## src/rtl/de2_115_sdram_pkg.sv

```systemverilog
// Shared SDRAM sequencer definitions: command encodings,
// state encoding and the address bit used for PRECHARGE ALL.
package de2_115_sdram_pkg;

    localparam logic [3:0] CMD_NOP = 4'b0111;
    localparam logic [3:0] CMD_PRE = 4'b0010;
    localparam logic [3:0] CMD_REF = 4'b0001;
    localparam logic [3:0] CMD_MRS = 4'b0000;

    localparam int A10_BIT = 10;

    typedef enum logic [3:0] {
        S_WAIT_ENA,
        S_INIT_PRE,
        S_INIT_PRE_WAIT,
        S_INIT_REF,
        S_INIT_REF_WAIT,
        S_INIT_MRS,
        S_INIT_MRS_WAIT,
        S_READY,
        S_PRE,
        S_PRE_WAIT,
        S_REF,
        S_REF_WAIT
    } state_t;

endpackage

```

## src/rtl/de2_115_sdram_refresh_timer.sv

```systemverilog
// Refresh interval counter and pending-credit tracker.
// DE2_SDRAM_REFRESH_POSTPONE_EN: 4-bit saturating credit count (max 8).
module de2_115_sdram_refresh_timer #(
    parameter int REFRESH_INTERVAL = 624
) (
    input  logic i_clk,
    input  logic i_rst,
    input  logic i_en,
    input  logic i_dec,
    output logic o_ref_req,
    output logic o_overflow
);

    localparam int TW = $clog2(REFRESH_INTERVAL + 1);
`ifdef DE2_SDRAM_REFRESH_POSTPONE_EN
    localparam int PW   = 4;
    localparam int PMAX = 8;
`else
    localparam int PW   = 1;
    localparam int PMAX = 1;
`endif

    logic [TW-1:0] timer_q, timer_d;
    logic [PW-1:0] pending_q, pending_d;
    logic          ref_req_q, ref_req_d;
    logic          overflow_q, overflow_d;
    logic          wrap;

    // Interval count, credit accounting and lost-credit detection
    always_comb begin
        wrap       = i_en && (timer_q == TW'(REFRESH_INTERVAL - 1));
        timer_d    = timer_q;
        pending_d  = pending_q;
        overflow_d = overflow_q;
        if (!i_en || wrap) begin
            timer_d = '0;
        end else begin
            timer_d = timer_q + TW'(1);
        end
        if (wrap && !i_dec) begin
            if (pending_q == PW'(PMAX)) begin
                overflow_d = 1'b1;
            end else begin
                pending_d = pending_q + PW'(1);
            end
        end else if (!wrap && i_dec && pending_q != '0) begin
            pending_d = pending_q - PW'(1);
        end
        ref_req_d = (pending_d != '0);
    end

    // Timer and credit registers
    always_ff @(posedge i_clk or posedge i_rst) begin
        if (i_rst) begin
            timer_q    <= '0;
            pending_q  <= '0;
            ref_req_q  <= 1'b0;
            overflow_q <= 1'b0;
        end else begin
            timer_q    <= timer_d;
            pending_q  <= pending_d;
            ref_req_q  <= ref_req_d;
            overflow_q <= overflow_d;
        end
    end

    assign o_ref_req  = ref_req_q;
    assign o_overflow = overflow_q;

endmodule

```

## src/rtl/de2_115_sdram_sequencer.sv

```systemverilog
// SDRAM power-up init and periodic refresh command sequencer.
// DE2_SDRAM_REFRESH_POSTPONE_EN: issue all owed refreshes per grant.
module de2_115_sdram_sequencer
    import de2_115_sdram_pkg::*;
#(
    parameter int          T_RP             = 2,
    parameter int          T_RFC            = 7,
    parameter int          T_MRD            = 2,
    parameter int          INIT_REFRESHES   = 8,
    parameter int          REFRESH_INTERVAL = 624,
    parameter logic [12:0] MODE_REG         = 13'h0020
) (
    input  logic        i_clk,
    input  logic        i_rst,
    input  logic        i_sdr_ena,
    input  logic        i_ref_gnt,
    output logic [3:0]  o_cmd,
    output logic [12:0] o_addr,
    output logic [1:0]  o_ba,
    output logic        o_bus_own,
    output logic        o_ref_req,
    output logic        o_ref_overflow,
    output logic        o_memory_initialized
);

    localparam int TMAX = (T_RP > T_RFC)
                        ? ((T_RP > T_MRD) ? T_RP : T_MRD)
                        : ((T_RFC > T_MRD) ? T_RFC : T_MRD);
    localparam int WW = $clog2(TMAX + 1);
    localparam int RW = $clog2(INIT_REFRESHES + 1);

    localparam logic [WW-1:0] RP_W  = WW'(T_RP > 1 ? T_RP - 2 : 0);
    localparam logic [WW-1:0] RFC_W = WW'(T_RFC > 1 ? T_RFC - 2 : 0);
    localparam logic [WW-1:0] MRD_W = WW'(T_MRD > 1 ? T_MRD - 2 : 0);

    state_t        state_q, state_d;
    logic [WW-1:0] wait_q, wait_d;
    logic [RW-1:0] refs_q, refs_d;
    logic [3:0]    cmd_q, cmd_d;
    logic [12:0]   addr_q, addr_d;
    logic          bus_own_q, bus_own_d;
    logic          init_q, init_d;
    logic          issue;
    logic          dec;
    logic          refs_done;
    logic          more_refs;

    assign refs_done = (refs_q == RW'(INIT_REFRESHES));

`ifdef DE2_SDRAM_REFRESH_POSTPONE_EN
    assign more_refs = o_ref_req;
`else
    assign more_refs = 1'b0;
`endif

    // Next state, then the one-cycle command for the state entered
    always_comb begin
        state_d   = state_q;
        wait_d    = wait_q;
        refs_d    = refs_q;
        cmd_d     = CMD_NOP;
        addr_d    = '0;
        bus_own_d = bus_own_q;
        init_d    = init_q;
        issue     = 1'b0;
        dec       = 1'b0;
        unique case (state_q)
            S_WAIT_ENA: begin
                if (i_sdr_ena) begin
                    state_d = S_INIT_PRE;
                    issue   = 1'b1;
                end
            end
            S_INIT_PRE, S_INIT_PRE_WAIT,
            S_PRE, S_PRE_WAIT: begin
                if (state_q inside {S_INIT_PRE, S_PRE}
                    && T_RP > 1) begin
                    state_d = (state_q == S_PRE) ? S_PRE_WAIT
                                                 : S_INIT_PRE_WAIT;
                    wait_d  = RP_W;
                end else if (state_q inside {S_INIT_PRE, S_PRE}
                             || wait_q == '0) begin
                    state_d = (state_q inside {S_PRE, S_PRE_WAIT})
                            ? S_REF : S_INIT_REF;
                    issue   = 1'b1;
                end else begin
                    wait_d = wait_q - WW'(1);
                end
            end
            S_INIT_REF, S_INIT_REF_WAIT: begin
                if (state_q == S_INIT_REF && T_RFC > 1) begin
                    state_d = S_INIT_REF_WAIT;
                    wait_d  = RFC_W;
                end else if (state_q == S_INIT_REF || wait_q == '0) begin
                    state_d = refs_done ? S_INIT_MRS : S_INIT_REF;
                    issue   = 1'b1;
                end else begin
                    wait_d = wait_q - WW'(1);
                end
            end
            S_INIT_MRS, S_INIT_MRS_WAIT: begin
                if (state_q == S_INIT_MRS && T_MRD > 1) begin
                    state_d = S_INIT_MRS_WAIT;
                    wait_d  = MRD_W;
                end else if (state_q == S_INIT_MRS || wait_q == '0) begin
                    state_d   = S_READY;
                    bus_own_d = 1'b0;
                    init_d    = 1'b1;
                end else begin
                    wait_d = wait_q - WW'(1);
                end
            end
            S_READY: begin
                if (o_ref_req && i_ref_gnt) begin
                    state_d   = S_PRE;
                    bus_own_d = 1'b1;
                    issue     = 1'b1;
                end
            end
            S_REF, S_REF_WAIT: begin
                if (state_q == S_REF && T_RFC > 1) begin
                    state_d = S_REF_WAIT;
                    wait_d  = RFC_W;
                end else if (state_q == S_REF || wait_q == '0) begin
                    if (more_refs) begin
                        state_d = S_REF;
                        issue   = 1'b1;
                    end else begin
                        state_d   = S_READY;
                        bus_own_d = 1'b0;
                    end
                end else begin
                    wait_d = wait_q - WW'(1);
                end
            end
            default: ;
        endcase
        if (issue) begin
            unique case (state_d)
                S_INIT_PRE, S_PRE: begin
                    cmd_d           = CMD_PRE;
                    addr_d[A10_BIT] = 1'b1;
                end
                S_INIT_REF: begin
                    cmd_d  = CMD_REF;
                    refs_d = refs_q + RW'(1);
                end
                S_REF: begin
                    cmd_d = CMD_REF;
                    dec   = 1'b1;
                end
                S_INIT_MRS: begin
                    cmd_d  = CMD_MRS;
                    addr_d = MODE_REG;
                end
                default: ;
            endcase
        end
    end

    // State and registered command-bus outputs
    always_ff @(posedge i_clk or posedge i_rst) begin
        if (i_rst) begin
            state_q   <= S_WAIT_ENA;
            wait_q    <= '0;
            refs_q    <= '0;
            cmd_q     <= CMD_NOP;
            addr_q    <= '0;
            bus_own_q <= 1'b1;
            init_q    <= 1'b0;
        end else begin
            state_q   <= state_d;
            wait_q    <= wait_d;
            refs_q    <= refs_d;
            cmd_q     <= cmd_d;
            addr_q    <= addr_d;
            bus_own_q <= bus_own_d;
            init_q    <= init_d;
        end
    end

    de2_115_sdram_refresh_timer #(
        .REFRESH_INTERVAL(REFRESH_INTERVAL)
    ) u_timer (
        .i_clk     (i_clk),
        .i_rst     (i_rst),
        .i_en      (init_q),
        .i_dec     (dec),
        .o_ref_req (o_ref_req),
        .o_overflow(o_ref_overflow)
    );

    assign o_cmd                = cmd_q;
    assign o_addr               = addr_q;
    assign o_ba                 = 2'b00;
    assign o_bus_own            = bus_own_q;
    assign o_memory_initialized = init_q;

endmodule

```

## config.mk

```make
export PLATFORM = sky130hd
export DESIGN_NAME = de2_115_sdram_sequencer
export DESIGN_NICKNAME = d
export VERILOG_FILES = /design/src/rtl/de2_115_sdram_pkg.sv /design/src/rtl/de2_115_sdram_refresh_timer.sv /design/src/rtl/de2_115_sdram_sequencer.sv
export SDC_FILE = /design/constraint.sdc
export NUM_CORES = 1
export LEC_CHECK = 0
export CORE_ASPECT_RATIO = 0.5
export CORE_MARGIN = 5
export CORE_UTILIZATION = 30
export CTS_BUF_LIST = sky130_fd_sc_hd__clkbuf_4 sky130_fd_sc_hd__clkbuf_8 sky130_fd_sc_hd__clkbuf_16
export CTS_CLUSTER_SIZE = 28
export DETAILED_ROUTE_END_ITERATION = 10
export GPL_TIMING_DRIVEN = 1
export PLACE_DENSITY = 0.56
export SYNTH_ARGS = -nofsm -noshare
export SYNTH_HDL_FRONTEND = slang
export SYNTH_HIERARCHICAL = 1
export SYNTH_SLANG_ARGS = --single-unit
```

## constraint.sdc

```tcl
create_clock -name i_clk -period 2.97 [get_ports i_clk]
set_input_delay 0.297 -clock i_clk [delete_from_list [all_inputs] [get_ports i_clk]]
set_output_delay 0.297 -clock i_clk [all_outputs]
set_load 0.02 [all_outputs]
```

Yosys cells after proc, flatten, opt, wreduce, memory -nomap -nowiden --
Cells that the tools add are included.
Word-level totals: flip-flop bits (word level) 42, output and inout bits 23, memories 0, latch bits 0, bits in read-only memories 0, input bits 4, memory bits (writable) 0
Cells by class: eq/ne operators 27, divide/modulo/power cells 0, shift-type cells 0, muxes and demuxes 47, multipliers 0, bitwise operators 1, reductions and logical operators 31, $lt $le $gt $ge 0, add/sub/neg operators 5
Operators by type and width (count):
- 4-bit 2-to-1 mux | 12
- 3-bit 2-to-1 mux | 10
- 4-bit equality test, second input constant | 7
- 4-bit one-hot mux with 6 select lines | 1
- 4-bit by 3-bit equality test with 1-bit output, second input constant | 5
- 1-bit 2-to-1 mux | 17
- 4-bit by 2-bit equality test with 1-bit output, second input constant | 3
- 3-bit != test, second input constant | 4
- 3-bit one-hot mux with 4 select lines | 1
- 11-bit 2-to-1 mux | 1
- 10-bit by 1-bit adder with 10-bit output, second input constant | 1
- 10-bit equality test, second input constant | 1
- 10-bit 2-to-1 mux | 1
- 2-bit != test, second input constant | 5
- 2-bit OR reduction | 5
- 3-bit one-hot mux with 3 select lines | 1
- 4-bit by 1-bit equality test with 1-bit output, second input constant | 2
- 6-bit 2-to-1 mux | 1
- 6-bit AND reduction | 1
- 2-bit nonzero test | 3
- 1-bit logical AND | 5
- 1-bit logical OR | 5
- 5-bit AND reduction | 1
- 4-bit by 1-bit adder with 4-bit output, second input constant | 1
- 14 further kinds | 17

Longest topological paths before layout --
Gate-level depths: netlist (run 1).
depth in word-level cells 13, depth in mapped cells 10, gate-level depth less buffers 8

Cells and area by module --
The synthesis (run 1) kept the hierarchy.
Modules (own cells, without submodules):
- de2_115_sdram_sequencer | instances 1, area an instance 1297.5 sq um, cells each 149
- de2_115_sdram_refresh_timer | instances 1, area an instance 615.6 sq um, cells each 60

Least setup slack after synthesis (run 1) --
Ideal clock, no wire load.
path type register to register, from reg wait_q[0], to reg refs_q[3], data required time 2.847 ns, cell stages (with the launch flop) 10, setup slack 0.967 ns, library setup time 0.123 ns, arrival time 1.881 ns, path through dfrtp_1 inv_1 ha_1 or4b_1 a21oi_1 o32ai_1 and4b_1 buf_6 nand4_1 xnor2_1
On the way: word-level cells in the longest chain between the ends 7, elaborated cells between the ends (all ways) 21
Ends and longest elaborated chain:
- from (decl) | RTL line de2_115_sdram_sequencer.sv:37 | logic [WW-1:0] wait_q, wait_d;
- from (signal assigned) | RTL line de2_115_sdram_sequencer.sv:173 | wait_q <= wait_d;
- 3-bit logical NOT (*)
- 1-bit logical OR, on equally long branches
- 4-bit 2-to-1 mux, on equally long branches (2 in a row)
- 4-bit one-hot mux with 6 select lines (*) | RTL line de2_115_sdram_sequencer.sv:67 | unique case (state_q)
- net state_d[2] | RTL line de2_115_sdram_sequencer.sv:36 | state_t state_q, state_d;
- 4-bit by 2-bit equality test with 1-bit output (*) | RTL line de2_115_sdram_sequencer.sv:139 | unique case (state_d)
- 2-bit AND reduction (no line) (*)
- to (signal assigned) | RTL line de2_115_sdram_sequencer.sv:174 | refs_q <= refs_d;
- to (decl) | RTL line de2_115_sdram_sequencer.sv:38 | logic [RW-1:0] refs_q, refs_d;
Mark *: on every way through the listed nets, which the timed path passes. The rest lies on a longest branch. A chain may end at the register's enable or synchronous reset.

Final worst setup path (run 1) --
from reg state_q[2], to reg cmd_q[0], in the netlist o_cmd[0]
On the way: word-level cells in the longest chain between the ends 10, elaborated cells between the ends (all ways) 49
Ends and longest elaborated chain:
- from (decl) | RTL line de2_115_sdram_sequencer.sv:36
- from (signal assigned) | RTL line de2_115_sdram_sequencer.sv:172 | state_q <= state_d;
- 4-bit by 1-bit equality test with 1-bit output or 4-bit equality test (tied branches) | RTL line de2_115_sdram_sequencer.sv:67, de2_115_sdram_sequencer.sv:76, de2_115_sdram_sequencer.sv:81
- 2-bit nonzero test | RTL line de2_115_sdram_sequencer.sv:76, de2_115_sdram_sequencer.sv:81
- 1-bit logical OR | RTL line de2_115_sdram_sequencer.sv:82 | || wait_q == '0) begin
- 4-bit 2-to-1 mux | RTL line de2_115_sdram_sequencer.sv:81 | end else if (state_q inside {S_INIT_PRE, S_PRE}
- 4-bit 2-to-1 mux | RTL line de2_115_sdram_sequencer.sv:76 | if (state_q inside {S_INIT_PRE, S_PRE}
- 4-bit one-hot mux with 6 select lines (*) | RTL line de2_115_sdram_sequencer.sv:67
- net state_d[2] | RTL line de2_115_sdram_sequencer.sv:36
- 4-bit equality test (tied with other cells) | RTL line de2_115_sdram_sequencer.sv:139
- 2-bit OR reduction, on equally long branches
- 3-bit one-hot mux with 3 select lines (*) | RTL line de2_115_sdram_sequencer.sv:139
- 3-bit 2-to-1 mux (*) | RTL line de2_115_sdram_sequencer.sv:138 | if (issue) begin
- net cmd_d[0] | RTL line de2_115_sdram_sequencer.sv:39 | logic [3:0] cmd_q, cmd_d;
- to (signal assigned) | RTL line de2_115_sdram_sequencer.sv:175 | cmd_q <= cmd_d;
- to (decl) | RTL line de2_115_sdram_sequencer.sv:39
Marked as above.

==> run metrics, run 1 <==
status=finished clean; Max IR drop VDD=approximately 0.23 mV; CP max stage delay=roughly 0.73 ns; Final ANT Viol Nets=0; Resize count post-CTS=0; via/cell ratio=roughly 5.0; port buffer count=12; core area=a little over 6000 um2; layout cell share with drive strength beyond 1=about an eighth; Seq. cell area=756 um2; worst r2r path cells=5; worst slew pin tran=around 0.69 ns; GRT overflow=0; yosys warns=6; drt pass-1 iters=5; Seq/Total Area, Yosys=a little under 40%; DRC errors left=0; Die Ht=~66 um; Die X-Extent=about 120 um; Top FF cell, synth=dfrtp_1; first-pass GRT wire length=6840 um; DP HPWL=around 3000 um; Global Route Usage Sum=10.5%; critical path required time=3.16 ns; Cells after DPL=300; area grow syn2layout=16.9%; R2R setup slack=between 0.6 and 0.7 ns; Final Max Slew Viols=0; initial antenna violation count=0; latest clock arrival within the worst-skew pair=0.27 ns; Crit Path Class=reg -> reg; Syn Inst Count=~210; Num CTS Buffers=5; Final Hold Fails=0; Yosys cell types=56; CTS root buf=clkbuf_16; largest net degree at the start of global routing=20; CP Cell Sequence=nor2b_4, a2bb2oi_1, o32ai_1, and4b_1, or3_1; Final Non-Filler Cells=approximately 310; H-Tree Depth=2; final WL=~4100 um; reg2reg end=o_cmd[0]; CTS Buffer Depth=2; minimum clock period=about 2.3 ns; multi-input logic area=approximately 980 um2; Fmax achieved=430 MHz; routed length per instance=between 10 and 15 um; # setup viols final=0; CTS tree=yes; Post-synth EDFFs=0; final worst-path cycle share=between 70% and 80%; Hold WS=between 0.3 and 0.4 ns; P per Cell Area=approximately 500 nW/um2; Avg Cell Area, Syn=between 9 and 10 um2; async set or reset register ratio after synthesis=100%; Critical Path Fanout Max=19; Critical Path AT=around 2.5 ns; diode count=0; row cnt=20; Final Wtd Congestion=0.842; Total Die Area=between 8000 and 9000 um2; fillers=around 600; hold crit path type=in -> async; FF+latch count, synth=30; Setup crit end kind=flop; Final Skew=around 0.0065 ns; cell with the largest stage delay on the worst path=dfrtp_1; Final nets=around 230; via count=around 1500; Post CTS Setup Buffer Count=0; CTS Sinks=30; max-cap violation count=0; clock-pin slew on the worst setup and hold paths=0.05 ns; worst r2r src=state_q[2]; Ports=27; CP Launch Type=flop; RSZ-0062 raised after global routing=no; vias in the first global route=between 1000 and 1500; static leakage=around 0.95 nW; setup TNS=0 ns; starting density of the core=a little under a third; DR iter-0 viols=58; post-synthesis cell area=between 1500 and 2000 um2; hold-fix buffers at CTS=0; Max-slew headroom=between 50% and 60%
stage by stage:
stage	setup WS, ns	instance area (um2)	utilization [%]	power [mW]
2_1_floorplan	0.967	1960	-	0.452
3_3_place_gp	0.661	2040	33.2	0.444
3_5_place_dp	0.689	2040	33.2	0.445
4_1_cts	0.678	2240	36.5	1.13
5_1_grt	0.529	2240	36.5	1.16
6_report	0.647	2240	36.5	1.11
synth_stat cells (all sizes together), types with 2 or more instances:
cell type	n	area, um2
and2	3	18.8
o31ai	2	15.0
clkbuf	2	7.51
or3	4	27.5
dfrtp	26	651
dfstp	4	105
a31o	2	17.5
nand4	5	37.5
nand2b	7	43.8
nor2b	6	52.6
ha	5	62.6
nand3	7	35.0
a41o	3	30.0
xnor2	5	43.8
o21ai	12	60.1
o22ai	6	37.5
buf	23	170
a21oi	14	73.8
nor3	3	15.0
a2bb2oi	2	17.5
a211oi	2	15.0
and4b	2	21.3
o21a	3	22.5
a31oi	5	31.3
inv	12	45.0
nand2	12	45.0
nor2	13	48.8
final cells by class:
class                   instances  area share, %
multi-input cells             155           44.0
flip-flops and latches         30           33.8
inverters                      12           2.01
well taps                      88           4.92
clock inverters                 2           2.69
clock buffers                   6           6.21
repair buffers                 15           6.38
per-layer routing:
metal | GRT usage (%) | wire length [um] | vias up
met1 | 13.4 | 1890 | 751
li1 | - | - | 746
met3 | 2.37 | 155 | 4
met4 | 4.32 | 40 | 0
met2 | 17.4 | 2020 | 35
met5 | 0 | 0 | -
cells by family after synthesis:
kind of cell               after synthesis  synth area share [%]
buffers and inverters                   37                  11.6
xor gates and xnor gates                 5                  2.29
and+or+nand+nor                         71                  22.1
adders and majority gates                5                  3.27
other                                    1                 0.196
DFF                                     30                  39.5
AOI/OAI and AO/OA                       59                  20.4
muxes                                    1                 0.589
worst max-delay path by stage:
stage               depth (start not counted)        end        from
finish                                      5   o_cmd[0]  state_q[2]
global route                                7   o_cmd[0]   wait_q[0]
CTS                                         5   o_cmd[0]  state_q[2]
detailed placement                          5   o_cmd[0]  state_q[2]
global placement                            5   o_cmd[0]  state_q[2]
floorplan                                   9  refs_q[3]   wait_q[0]
critical path: cells and delay by family (launching register included):
family	cells	cell delay, ns
AOI/OAI and AO/OA	2	0.47
DFF	1	0.73
and+or+nand+nor	3	1.03
where the power goes:
| part | internal [mW] | switching (mW) |
|---|---|---|
| logic | 0.00368 | 0.0248 |
| registers | 0.410 | 0 |
| clock network | 0.503 | 0.173 |
cells in the final DEF, fill, tap and decap left out, drive strengths merged, types with 2 or more instances in the layout:
cell type and instances:
a31oi 5, o21ai 12, conb 14, nor3 3
or3 4, o31ai 2, o22ai 6, o21a 3
ha 5, clkbuf 6, nand4 5, a2bb2oi 2
nor2b 6, a211oi 2, a21oi 14, clkdlybuf4s50 12
dfrtp 26, a31o 2, and4b 2, inv 12
dfstp 4, and2 3, bufinv 2, buf 3
xnor2 5, nand2 12, a41o 3, nand2b 7
nor2 13, nand3 7
flip-flops by register name, summed over array words and instances (netlist names):
register and cells:
o_addr 2, o_bus_own 1, o_cmd 3, o_memory_initialized 1
refs_q 4, state_q 4, u_timer/o_overflow 1, u_timer/o_ref_req 1
u_timer/timer_q 10, wait_q 3
No activity file was read; power rests on OpenSTA's default activity.
==> inputs of run 2 (changes only) <==
Settings changed: PLACE_DENSITY 0.56 to 0.58.
Clock period 2.97 ns to 1.9 ns, I/O delays scaled along.
==> run metrics, run 2 (synthesized netlist as in run 1, its figures left out) <==
static leakage=1.18 nW; CTS Buffer Depth=2; Cells after DPL=340; Die X-Extent=roughly 120 um; latest clock arrival within the worst-skew pair=between 0.2 and 0.3 ns; Crit Path Class=reg -> reg; via/cell ratio=4.85; Largest register FFs=10; Die Ht=roughly 66 um; max-cap violation count=0; clock-pin slew on the worst setup and hold paths=0.05 ns; share of power burned in registers=between 40% and 50%; Final WS setup=-0.214 ns; worst r2r path cells=8; worst r2r src=wait_q[0]; DR iter-0 viols=40; Final Skew=between 0.005 and 0.006 ns; Global Route Usage Sum=11.9%; worst setup path startpoint=wait_q[0]; initial antenna violation count=0; final WL=between 4000 and 5000 um; Combinational Power Share=between 3 and 4%; largest net degree at the start of global routing=19; critical path required time=2.06 ns; core area=approximately 6100 um2; CTS root buf=clkbuf_16; final core area utilization=around 43%; minimum clock period=between 2 and 2.5 ns; final worst-path cycle share=111%; Setup crit end kind=flop; diode count=0; Total Die Area=roughly 8200 um2; CP Launch Type=flop; Hold WS=~0.26 ns; CTS Sinks=30; Fmax achieved=~470 MHz; routed length per instance=between 10 and 15 um; DRC errors left=0; row cnt=20; clock share of power=a little over half; Final Hold Fails=0; area grow syn2layout=38.6%; placed cell areas=~2300 um2; GRT overflow=0; hold-fix buffers at CTS=0; P per Cell Area=552 nW/um2; Final Non-Filler Cells=356; R2R setup slack=-0.21 ns; status=finished, violations left; first-pass GRT wire length=between 7000 and 8000 um; RSZ-0062 raised after global routing=yes; failing checks=setup timing; Final Instance Area=2650 um2; leading cell type in the layout, fill and taps excluded=buf_4; switching portion of total power=just under 20%; highest-count cells in the layout ignoring fill and taps=50 x buf_4, 22 x dfrtp_1, 14 x conb_1, 13 x nor2_1; CTS tree=yes; Max IR drop VDD=between 0.2 and 0.3 mV; Ports=27; drt pass-1 iters=5; Final nets=between 200 and 300; Largest Register=u_timer/timer_q; reg2reg end=refs_q[3]; Critical Path Fanout Max=4; Final ANT Viol Nets=0; H-Tree Depth=2; largest registers=u_timer/timer_q x10, refs_q x4, state_q x4; via count=about 1700; Final Wtd Congestion=roughly 0.92; starting density of the core=between 30% and 40%; P_int=around 1.2 mW; P_sw=approximately 290 uW; DP HPWL=between 3000 and 4000 um; vias in the first global route=about 1600; layout cell share with drive strength beyond 1=between 30% and 40%; hold crit path type=in -> async; Total Power=between 1 and 1.5 mW; Final Max Slew Viols=0; port buffer count=12; Num CTS Buffers=5; Critical Path AT=~2.3 ns; # setup viols final=6; CP Capture Point=refs_q[3]
-- run 2: cell count changes in the layout (fill, tap and decap cells not counted), moves of 2 or more --
cell	delta
o21ai_0	-3
inv_2	+2
buf_4	+47
inv_1	-2
o21ai_2	+2
dfrtp_1	-4
dfrtp_2	+4
bufinv_16	-2
clkbuf_4	+3
-- run 2: through the flow --
stage | setup slack, ns | TNS [ns]
6_report | -0.214 | -0.812
5_1_grt | -0.294 | -1.25
4_1_cts | -0.151 | -0.647
3_5_place_dp | -0.194 | -0.763
3_3_place_gp | -0.136 | -0.530
2_1_floorplan | -0.0735 | -0.131
-- run 2: what timing repair did --
action / 4_1_cts / 5_1_grt
setup endpoints to repair: 5 / 10
buffers inserted: 4 / 4
pin swaps: 2 / 8
resized for setup: 13 / 14
-- run 2: worst min-delay path by stage --
stage / from / end / cells past startpoint / slack, ns
floorplan: i_rst / u_timer/o_overflow / 1 / 0.05
global placement: refs_q[3] / refs_q[3] / 1 / 0.46
detailed placement: refs_q[3] / refs_q[3] / 1 / 0.46
CTS: i_rst / refs_q[3] / 3 / 0.28
global route: i_rst / wait_q[0] / 3 / 0.31
finish: i_rst / u_timer/o_overflow / 2 / 0.26
-- run 2: critical path: stages (launching register included) --
cell,delay (ns)
dfrtp_1,0.38
inv_2,0.08
ha_4,0.13
or4b_4,0.47
a21oi_4,0.20
o32ai_4,0.11
and4b_2,0.36
nand4_1,0.13
xnor2_1,0.15
-- run 2: area by class of cell --
| cell class | count | area (um2) |
|---|---|---|
| multi-input combinational | 155 | 1080 |
| sequential | 30 | 761 |
| clock buffer | 8 | 148 |
| fill | 569 | 3480 |
| inverter | 12 | 45.0 |
| timing repair buffer | 63 | 507 |
| tap | 88 | 110 |
-- run 2: power by group through the flow --
stage | Combinational (mW) | Clock (mW) | Sequential (mW)
after CTS | 0.0489 | 0.808 | 0.640
final | 0.0483 | 0.775 | 0.641
after detailed placement | 0.0488 | 0 | 0.651
after global routing | 0.0537 | 0.837 | 0.640
after global placement | 0.0475 | 0 | 0.651
after floorplan | 0.0557 | 0 | 0.651
-- run 2: metal layers --
metal	GRT usage, %	share of wire [%]
met1	13.4	42
met2	20.5	50
met3	3.48	5.4
met4	6.00	2.6
met5	0	0
